[src/rtl/lap_stopwatch.sv]
// lap_stopwatch: BCD MM:SS.cc stopwatch core with run/pause/stop FSM and recallable lap registers.
// Optional LAP_FREEZE_EN: live display holds the last recorded lap for HOLD_TICKS ticks.
module lap_stopwatch #(
  parameter int TICK_DIV   = 500000,
  parameter int LAP_DEPTH  = 8,
  parameter int ADDR_W     = 3,
  parameter int HOLD_TICKS = 200
) (
  input  logic              clk,
  input  logic              rst,
  input  logic              start_stop,
  input  logic              pause_resume,
  input  logic              record,
  input  logic              recall_mode,
  input  logic [ADDR_W-1:0] reg_address,
  output logic [23:0]       time_bcd,
  output logic              reg_exceed,
  output logic              started,
  output logic              paused,
  output logic [ADDR_W:0]   lap_count,
  output logic              lap_full,
  output logic              overflow,
  output logic              rollover
);

  localparam int PW = $clog2(TICK_DIV);
  localparam logic [PW-1:0] PRESC_MAX = PW'(TICK_DIV - 1);
  localparam logic [ADDR_W:0] DEPTH = (ADDR_W + 1)'(LAP_DEPTH);

  if (TICK_DIV < 2 || LAP_DEPTH < 2 || LAP_DEPTH > 16 ||
      LAP_DEPTH > (1 << ADDR_W) || HOLD_TICKS < 1) begin : g_bad_params
    $error("lap_stopwatch: illegal parameter combination");
  end

  typedef enum logic [1:0] {
    S_IDLE  = 2'd0,
    S_RUN   = 2'd1,
    S_PAUSE = 2'd2
  } state_t;

  state_t            state_q, state_d;
  logic [PW-1:0]     presc_q, presc_d;
  logic [23:0]       cnt_q, cnt_d;
  logic [23:0]       lap_q [LAP_DEPTH];
  logic [23:0]       lap_d [LAP_DEPTH];
  logic [ADDR_W:0]   lap_count_q, lap_count_d;
  logic              overflow_q, overflow_d;
  logic              rollover_q, rollover_d;
  logic [23:0]       time_q, time_d;

  logic              active;
  logic              tick;
  logic              lap_store;
  logic              recall_hit;
  logic              cnt_wrap;
  logic [23:0]       cnt_inc;
  logic [23:0]       live_time;

  // Returns {wrap, next}: nibbles are cs_u, cs_t, sec_u, sec_t, min_u, min_t from LSB.
  function automatic logic [24:0] bcd_inc(input logic [23:0] t);
    logic [23:0] n;
    logic        carry;
    n     = t;
    carry = 1'b1;
    for (int i = 0; i < 6; i++) begin
      if (carry) begin
        if (t[i*4 +: 4] == ((i == 3 || i == 5) ? 4'd5 : 4'd9)) begin
          n[i*4 +: 4] = 4'd0;
        end else begin
          n[i*4 +: 4] = t[i*4 +: 4] + 4'd1;
          carry       = 1'b0;
        end
      end
    end
    return {carry, n};
  endfunction

  assign active     = (state_q != S_IDLE);
  assign tick       = (state_q == S_RUN) && (presc_q == PRESC_MAX);
  assign lap_store  = active && record && (lap_count_q < DEPTH);
  assign recall_hit = ({1'b0, reg_address} < lap_count_q);
  assign {cnt_wrap, cnt_inc} = bcd_inc(cnt_q);

`ifdef LAP_FREEZE_EN
  localparam int HW = $clog2(HOLD_TICKS + 1);

  logic [HW-1:0] hold_q, hold_d;
  logic [23:0]   frz_q, frz_d;

  always_comb begin
    hold_d = hold_q;
    frz_d  = frz_q;
    if (tick && hold_q != '0) begin
      hold_d = hold_q - 1'b1;
    end
    if (lap_store) begin
      hold_d = HW'(HOLD_TICKS);
      frz_d  = cnt_q;
    end
    if (start_stop) begin
      hold_d = '0;
    end
  end

  always_ff @(posedge clk) begin
    if (rst) begin
      hold_q <= '0;
      frz_q  <= '0;
    end else begin
      hold_q <= hold_d;
      frz_q  <= frz_d;
    end
  end

  assign live_time = (hold_q != '0) ? frz_q : cnt_q;
`else
  assign live_time = cnt_q;
`endif

  always_comb begin
    state_d     = state_q;
    presc_d     = presc_q;
    cnt_d       = cnt_q;
    lap_d       = lap_q;
    lap_count_d = lap_count_q;
    overflow_d  = overflow_q;
    rollover_d  = rollover_q;

    // Prescaler only moves in RUN, so a pause keeps the partial tick.
    if (state_q == S_RUN) begin
      if (tick) begin
        presc_d = '0;
        cnt_d   = cnt_inc;
        if (cnt_wrap) begin
          rollover_d = 1'b1;
        end
      end else begin
        presc_d = presc_q + 1'b1;
      end
    end

    // Laps capture the pre-tick counter value.
    if (lap_store) begin
      lap_d[lap_count_q[ADDR_W-1:0]] = cnt_q;
      lap_count_d                    = lap_count_q + 1'b1;
    end else if (active && record) begin
      overflow_d = 1'b1;
    end

    case (state_q)
      S_IDLE: begin
        if (start_stop) begin
          state_d     = S_RUN;
          cnt_d       = '0;
          presc_d     = '0;
          lap_count_d = '0;
          overflow_d  = 1'b0;
          rollover_d  = 1'b0;
        end
      end
      S_RUN: begin
        if (start_stop) begin
          state_d = S_IDLE;
        end else if (pause_resume) begin
          state_d = S_PAUSE;
        end
      end
      S_PAUSE: begin
        if (start_stop) begin
          state_d = S_IDLE;
        end else if (pause_resume) begin
          state_d = S_RUN;
        end
      end
      default: state_d = S_IDLE;
    endcase
  end

  always_comb begin
    time_d = live_time;
    if (recall_mode) begin
      time_d = recall_hit ? lap_q[reg_address] : '0;
    end
  end

  always_ff @(posedge clk) begin
    if (rst) begin
      state_q     <= S_IDLE;
      presc_q     <= '0;
      cnt_q       <= '0;
      lap_count_q <= '0;
      overflow_q  <= 1'b0;
      rollover_q  <= 1'b0;
      time_q      <= '0;
      for (int i = 0; i < LAP_DEPTH; i++) begin
        lap_q[i] <= '0;
      end
    end else begin
      state_q     <= state_d;
      presc_q     <= presc_d;
      cnt_q       <= cnt_d;
      lap_count_q <= lap_count_d;
      overflow_q  <= overflow_d;
      rollover_q  <= rollover_d;
      time_q      <= time_d;
      lap_q       <= lap_d;
    end
  end

  assign time_bcd   = time_q;
  assign reg_exceed = recall_mode && !recall_hit;
  assign started    = (state_q != S_IDLE);
  assign paused     = (state_q == S_PAUSE);
  assign lap_count  = lap_count_q;
  assign lap_full   = (lap_count_q == DEPTH);
  assign overflow   = overflow_q;
  assign rollover   = rollover_q;

endmodule

[config.mk]
export PLATFORM = sky130hd
export DESIGN_NAME = lap_stopwatch
export DESIGN_NICKNAME = d
export VERILOG_FILES = /design/src/rtl/lap_stopwatch.sv
export SDC_FILE = /design/constraint.sdc
export NUM_CORES = 1
export LEC_CHECK = 0
export CAP_MARGIN = 30
export CELL_PAD_IN_SITES_DETAIL_PLACEMENT = 2
export CELL_PAD_IN_SITES_GLOBAL_PLACEMENT = 2
export CORE_ASPECT_RATIO = 0.8
export CORE_UTILIZATION = 40
export CTS_CLUSTER_SIZE = 12
export DETAILED_ROUTE_END_ITERATION = 8
export PLACE_DENSITY = 0.89
export SYNTH_ARGS = -nofsm -noshare
export SYNTH_HDL_FRONTEND = slang
export SYNTH_SLANG_ARGS = --single-unit
[constraint.sdc]
create_clock -name clk -period 2.2 [get_ports clk]
set_clock_uncertainty 0.1 [all_clocks]
set_input_delay 0.44 -clock clk [delete_from_list [all_inputs] [get_ports clk]]
set_output_delay 0.44 -clock clk [all_outputs]
set_load 0.01 [all_outputs]
==> flow_metrics.tcl, run 1 <==
set metrics [dict create \
    finalWorstSetupSlack_ps -153 \
    instances_no_fill 1609 \
    place_area_um2 12900 \
    worstPathMaxFanout 2 \
    post_synth.cell_area_avg_um2 10.1 \
    first_iter_violations 547 \
    crit_path_top_delay_cell "dfxtp_2" \
    routabilityCongestion 0.764 \
    required_ps 1660 \
    violations "DRC, setup timing" \
    ys_seq_area_frac 0.458 \
    vias_per_cell 5.82 \
    yosys.cell_types.count 57 \
    nets 1236 \
    final.period_utilization 1.07 \
    drive_gt1_frac 0.179 \
    crit_path_end_kind "output port" \
    max_clock_freq_mhz 425 \
    finalCriticalPeriod_ps 2350 \
    die_h_um 155 \
    start_util 0.410 \
    synth-seq-cells 267 \
    power.leakage_nw 4.79 \
    core_area_um2 28500 \
    die_w_um 193 \
    synthToLayoutAreaGrowth_pct 19.6 \
    cts_tree "yes" \
    drv_slew 0 \
    ant_nets 0 \
    rows 55 \
    synth_nets 1170 \
    design_area_um2 14000 \
    cpLargestDelayFamily "flip-flops" \
    dp_cells 1554 \
    cts_buffers 28 \
    finalHoldViolCount 0 \
    setup_tns_ps -163 \
    criticalPathCategory "flop to output port" \
    synth_edf_count 0 \
    vias 9364 \
    die-area_um2 29900 \
    min_path_cells 2 \
    overflow 0 \
    drtPass1Iterations 7 \
    h-tree-depth 1 \
    ios 43 \
    clk_transition_reported_paths_ps 70 \
    status "finished, violations left" \
    cts_hold_buf 0 \
    worst_setup_path_start_kind "flop" \
    wl_mm 44.4 \
    grt_pass1_wl_mm 67.5 \
    synth_cells 1156 \
    p_total_mw 10.0 \
    setup_violations 2 \
    synth_warnings 0 \
    maxSlewHeadroom 0.446 \
    power.density_nw_per_um2 718 \
    ys.flop_type "dfxtp_1" \
    min_from "rst" \
    reg2reg_from "presc_q[11]" \
    cap_violations 0 \
    clock_latency_ps 580 \
    critPathMaxStageDelay_ps 340 \
    fin_util 0.490 \
    cp.depth 6 \
    syn-cell-area_um2 11700 \
    worstPathArrival_ps 1810 \
    ir_drop_uv 537 \
    grt_pass1_vias 10800 \
    clockBufferDepth 3 \
    path_cells "inv_2 > ha_4 > a21o_1 > a21oi_4 > nor3b_2 > buf_4" \
    r2r_cells 7 \
    place_ws_ps -379 \
    critPathLaunch "lap_count[1]" \
    wl_per_cell_um 27.6 \
    place_hpwl_mm 25.2 \
    io_buffers 42 \
    drc_errors 2 \
    fillers 2874 \
    clock_sinks 267 \
    cp_num_buf_inv 2 \
    hp-class "input pin to flop" \
    grt_usage 0.303 \
    worstMarginPinSlew_ps 831 \
    async_flop_share 0 \
    rsz0062_at_grt "yes" \
    antenna_found_initial 2 \
    grt_start_max_net_pins 116 \
    root_buffer "clkbuf_16" \
    hold_ws_ps 18.9 \
]
cells in the mapped netlist (11+ instances only):
| cell | instances | area (um^2) |
|---|---|---|
| buf_4 | 16 | 120 |
| dfxtp_1 | 267 | 5350 |
| mux4_2 | 48 | 1080 |
| o21ai_0 | 31 | 155 |
| nor2_1 | 213 | 800 |
| mux2i_1 | 199 | 1990 |
| inv_1 | 13 | 48.8 |
| nand4_1 | 11 | 68.8 |
| clkbuf_1 | 37 | 139 |
| buf_2 | 31 | 155 |
| xor2_1 | 16 | 140 |
| nand2_1 | 101 | 379 |
| nand3_1 | 17 | 85.1 |
| a21oi_1 | 44 | 220 |
final cells by class:
| cell class | instances | area [um^2] | share of cell area |
|---|---|---|---|
| Multi-Input combinational cell | 784 | 5920 | 0.424 |
| Sequential cell | 267 | 5360 | 0.384 |
| Timing Repair Buffer | 128 | 1300 | 0.0929 |
| Clock buffer | 40 | 786 | 0.0563 |
| Tap cell | 370 | 463 | 0.0331 |
| Clock inverter | 6 | 91.3 | 0.00654 |
| Inverter | 13 | 48.8 | 0.00349 |
| Antenna cell | 1 | 2.50 | 0.000179 |
power breakdown:
part           switching, mW  leakage (nW)  internal, mW
clock network           2.10         0.430          2.70
registers            0.00442          2.15          4.83
logic                  0.258          2.21         0.138
total                   2.36          4.79          7.67
path summary, 6_finish.rpt:
check | end | slack (ps)
max | reg_exceed | -150
min | state_q[0] | 20
max reg2reg | rollover | -10
min reg2reg | lap_q[6] | 360
flip-flops by register name, indices dropped and copies added (netlist names):
name	cells
lap_q	192
cnt_q	24
time_bcd	24
presc_q	19
lap_count	4
state_q	2
overflow	1
rollover	1
timing repair:
item	CTS	global route
cloned	0	1
pin swaps	3	7
resized for setup	32	11
setup buffers	6	2
setup endpoints to repair	19	59
routing by layer:
| layer | vias to the layer above | global-route usage | wire [um] |
|---|---|---|---|
| met5 | - | 0 | 0 |
| li1 | 4133 | - | - |
| met4 | 0 | 0.148 | 2000 |
| met2 | 268 | 0.528 | 22500 |
| met1 | 4844 | 0.356 | 17900 |
| met3 | 119 | 0.0533 | 1940 |
worst reg2reg max path, cell delays in order (launching register included):
cell and delay (ps):
dfxtp_1 370, nor4_4 340, buf_4 200, nand4_1 190, nor4_4 320, buf_4 190, a41oi_1 140, nor2_1 270
placed cells by master, fill, tap and decap left out, types with 6 or more instances in the layout:
cell / instances
a21oi_1: 41
a31oi_1: 6
and3_1: 6
buf_12: 18
buf_4: 66
clkbuf_1: 8
clkbuf_16: 29
clkdlybuf4s50_1: 33
dfxtp_1: 261
inv_1: 12
mux2i_1: 198
mux4_2: 48
nand2_1: 101
nand3_1: 17
nand4_1: 11
nor2_1: 210
o21ai_0: 30
or3_1: 7
xnor2_1: 8
xor2_1: 16
cell families after synthesis:
family / after synthesis / share of synthesized area
muxes: 248 / 0.264
and+or+nand+nor: 414 / 0.166
AOI/OAI and AO/OA: 93 / 0.0437
xor gates and xnor gates: 24 / 0.0180
adders and majority gates: 5 / 0.00536
DFF: 267 / 0.458
buffers and inverters: 105 / 0.0448
(Power assumes the default switching activity.)
==> run 2, diff against run 1 <==
Settings changed: SKIP_CTS_REPAIR_TIMING set to 1.
==> flow_metrics.tcl, run 2 (same netlist as run 1, synthesis figures left out) <==
set metrics [dict create \
    grt_usage 0.302 \
    power.leakage_nw 4.84 \
    first_iter_violations 583 \
    maxSlewHeadroom 0.443 \
    grt_start_max_net_pins 116 \
    drtPass1Iterations 7 \
    final.period_utilization 1.09 \
    status "finished, violations left" \
    finalHoldViolCount 0 \
    rows 55 \
    regMostFlops "lap_q" \
    register_area_um2 5350 \
    violations "DRC, setup timing" \
    setup_tns_ps -2730 \
    setup_violations 34 \
    h-tree-depth 1 \
    worstMarginPinSlew_ps 836 \
    multi_input_area_um2 5910 \
    power.density_nw_per_um2 718 \
    required_ps 1660 \
    worstPathMaxFanout 2 \
    vias_per_cell 5.86 \
    vias 9431 \
    crit_path_end_kind "output port" \
    rsz0062_at_grt "yes" \
    io_buffers 42 \
    place_ws_ps -379 \
    place_hpwl_mm 25.2 \
    start_util 0.410 \
    core_area_um2 28500 \
    ant_nets 0 \
    finalCriticalPeriod_ps 2410 \
    wl_per_cell_um 27.8 \
    finalWorstSetupSlack_ps -208 \
    clk_transition_reported_paths_ps 70 \
    antenna_found_initial 0 \
    cts_buffers 28 \
    die-area_um2 29900 \
    overflow 0 \
    drive_gt1_frac 0.181 \
    nets 1237 \
    worstPathArrival_ps 1870 \
    clock_latency_ps 580 \
    die_h_um 155 \
    mostFrequentLayoutCell "dfxtp_1" \
    max_clock_freq_mhz 415 \
    die_w_um 193 \
    ir_drop_uv 526 \
    grt_pass1_vias 10800 \
    drv_slew 0 \
    clock_sinks 267 \
    wl_mm 44.7 \
    clockBufferDepth 3 \
    largest_reg_flops 192 \
    root_buffer "clkbuf_16" \
    drc_errors 2 \
    place_area_um2 12900 \
    routabilityCongestion 0.764 \
    final_cell_mix "dfxtp_1, nor2_1, mux2i_1" \
    hp-class "input pin to flop" \
    grt_pass1_wl_mm 67.2 \
    fillers 2861 \
    cts_tree "yes" \
    criticalPathCategory "flop to output port" \
    hold_ws_ps 18.3 \
    cap_violations 0 \
    fin_util 0.490 \
    ios 43 \
    worst_setup_path_start_kind "flop" \
    design_area_um2 14000 \
    synthToLayoutAreaGrowth_pct 19.6 \
]
==> run 2: power breakdown <==
| part | total [mW] | switching, mW | internal, mW |
|---|---|---|---|
| clock | 4.79 | 2.10 | 2.70 |
| sequential | 4.84 | 0.00417 | 4.84 |
| combinational | 0.400 | 0.259 | 0.140 |
| total | 10.0 | 2.36 | 7.67 |
==> run 2: layout make-up <==
class,instances,share of cell area
Multi-Input combinational cell,784,0.423
Sequential cell,267,0.383
Timing Repair Buffer,129,0.0941
Clock buffer,40,0.0563
Tap cell,370,0.0331
Clock inverter,6,0.00654
Inverter,13,0.00349
Antenna cell,1,0.000179
==> run 2: worst max-delay path, stage by stage, from the launching register on <==
cell,delay (ps)
dfxtp_2,330
inv_2,60
ha_4,250
a21o_1,140
a21oi_2,60
buf_4,140
nor3b_2,160
buf_4,160
==> run 2: layer usage <==
metal	GRT usage	part of all wire
met4	0.144	0.048
met5	0	0
met3	0.0567	0.042
met2	0.526	0.50
met1	0.354	0.41
==> run 2: per-stage QoR <==
stage,std cells,total power [mW]
final,1610,10.0
after global routing,1609,10.3
after CTS,1600,10.1
after detailed placement,1554,5.32
after global placement,1554,5.31
after floorplan,1156,5.17
==> run 2: worst paths after layout <==
path	start	endpoint	slack, ps	cells after the start
worst max register to register	presc_q[1]	cnt_q[16]	-190	8
worst max-delay path	lap_count[1]	reg_exceed	-210	7
worst min register to register	lap_q[11]	lap_q[11]	360	2
worst min-delay path	rst	state_q[0]	20	2
==> run 3, diff against run 2 <==
Settings changed: ABC_AREA set to 1, CORE_UTILIZATION 40 to 35, SETUP_SLACK_MARGIN set to 0.15.
==> flow_metrics.tcl, run 3 <==
set metrics [dict create \
    nets 1702 \
    swShare 0.259 \
    reg2reg_from "lap_count[1]" \
    ios 43 \
    max_clock_freq_mhz 414 \
    drv_slew 0 \
    synth_top_family_by_area "simple AND/OR/NAND/NOR gates" \
    vias 12600 \
    final.period_utilization 1.10 \
    post_synth.cell_area_avg_um2 7.11 \
    cpLargestDelayFamily "flip-flops" \
    async_flop_share 0 \
    finalHoldViolCount 0 \
    synth_area_leaders "dfxtp_1, a21oi_1, nand2_1, o21ai_0, nor2_1" \
    synth_cells 1647 \
    synth_adder_area_share 0.00534 \
    required_ps 1660 \
    clk_transition_reported_paths_ps 60 \
    cts_buffers 30 \
    met2_usage 0.530 \
    fillers 3646 \
    rsz0062_at_grt "yes" \
    overflow 0 \
    synth-compound-area-share 0.224 \
    power.leakage_nw 5.74 \
    grt_pass1_vias 13600 \
    first_iter_violations 741 \
    worstPathArrival_ps 1870 \
    synth_edf_count 0 \
    status "finished, violations left" \
    setup_tns_ps -344 \
    criticalPathCategory "flop to output port" \
    synth_xor_area_frac 0.00524 \
    finalWorstSetupSlack_ps -215 \
    crit_path_end_kind "output port" \
    met3_usage 0.0400 \
    maxSlewHeadroom 0.603 \
    ys_seq_area_frac 0.457 \
    synth_area_leader_cell "dfxtp_1" \
    drc_errors 2 \
    wl_mm 55.6 \
    grt_usage 0.296 \
    p_total_mw 10.9 \
    grt-busiest-layer "met2" \
    routabilityCongestion 0.814 \
    min_from "lap_q[30]" \
    synth_nets 1661 \
    critPathLaunch "lap_count[1]" \
    io_buffers 42 \
    worst_setup_path_start_kind "flop" \
    setup_violations 3 \
    finalCriticalPeriod_ps 2410 \
    drtPass1Iterations 7 \
    synthMuxAreaShare 0 \
    netlist_top_cells_count "nand2_1, a21oi_1, dfxtp_1" \
    clkPwrFrac 0.474 \
    place_ws_ps -503 \
    antenna_found_initial 1 \
    clock_latency_ps 600 \
    regMostFlops "lap_q" \
    p_seq_frac 0.452 \
    die_h_um 166 \
    power.density_nw_per_um2 772 \
    combPwrFrac 0.074 \
    clockBufferDepth 3 \
    start_util 0.358 \
    yosysMostFrequentCell "nand2_1" \
    worstMarginPinSlew_ps 590 \
    violations "DRC, setup timing" \
    die-area_um2 34200 \
    wl_per_cell_um 26.0 \
    synthToLayoutAreaGrowth_pct 20.7 \
    syn-cell-area_um2 11700 \
    drive_gt1_frac 0.115 \
    grtUsageMet1 0.342 \
    critPathMaxStageDelay_ps 360 \
    largest_reg_flops 192 \
    fin_util 0.432 \
    internal-power_mw 8.09 \
    place_hpwl_mm 31.4 \
    cts_tree "yes" \
    p_switching_mw 2.82 \
    synth_warnings 0 \
    root_buffer "clkbuf_16" \
    ys.flop_type "dfxtp_1" \
    final_cell_mix "nand2_1, a21oi_1, dfxtp_1" \
    synth_top_area_share 0.457 \
    rows 59 \
    mostFrequentLayoutCell "nand2_1" \
    cap_violations 0 \
    hp-class "flop to flop" \
    clock_sinks 267 \
    yosys.cell_types.count 35 \
    die_w_um 206 \
    vias_per_cell 5.91 \
    cp_num_buf_inv 2 \
    n_antenna_cell 0 \
    ant_nets 0 \
    h-tree-depth 1 \
    yosys.area_share.simple 0.231 \
    core_area_um2 32700 \
    worstPathMaxFanout 2 \
    ir_drop_uv 499 \
    grt_pass1_wl_mm 77.8 \
    synth-seq-cells 267 \
    crit_path_top_delay_cell "dfxtp_2" \
    path_cells "inv_2 > ha_1 > o21ai_0 > nand2_1 > nand3_2 > a21oi_2 > buf_2" \
    grt_start_max_net_pins 84 \
]
## run 3: cell count changes after synthesis, moves of 71 or more
cell,delta
nand2_1,+253
o21ai_0,+198
nand3_1,+71
nor2_1,-78
inv_1,+71
a21oi_1,+226
mux2i_1,-199
## run 3: layer usage
metal  wire (um)  vias up
met5          13        -
met4        3370        2
met3        2770      219
met2       27500      457
met1       21900     6404
li1            -     5544
## run 3: power groups by stage
stage               clock [mW]  combinational, mW  sequential (mW)
CTS                       5.16              0.754             4.92
floorplan                    0              0.405             5.02
global placement             0              0.688             5.02
finish                    5.17              0.809             4.93
detailed placement           0              0.731             5.03
global route              5.38              0.857             4.93
## run 3: area by class of cell
class	count	area, um^2	area share
flip-flops and latches	267	5360	0.379
clock buffers	47	915	0.0647
repair buffers	121	1290	0.0913
well taps	427	534	0.0378
multi-input cells	1164	5560	0.394
inverters	104	399	0.0283
clock inverters	5	63.8	0.00452
## run 3: per-stage QoR
stage	hold slack, ps	std cells	area [um^2]
detailed placement	345	2070	12900
floorplan	325	1647	11700
finish	353	2135	14100
CTS	355	2122	13900
global placement	332	2070	12900
global route	385	2135	14100
## run 3: worst register-to-register path, cell delays in order (launching register included)
cell and delay [ps]:
dfxtp_2 340, buf_4 130, buf_4 150, nand2_1 140, nor2_1 100, nand2_1 230
inv_2 160, buf_4 210, o21ai_0 490, a21oi_1 100
## run 3: final timing paths
kind	end	slack (ps)	cells after the start
max	reg_exceed	-210	7
min	lap_q[30]	350	2
max reg2reg	lap_q[3]	-80	9
min reg2reg	lap_q[30]	350	2
## run 3: kinds of logic after synthesis
kind of cell | count (synthesis)
and+or+nand+nor | 635
buffers and inverters | 216
AOI/OAI and AO/OA | 517
DFF | 267
adders and majority gates | 5
xor gates and xnor gates | 7
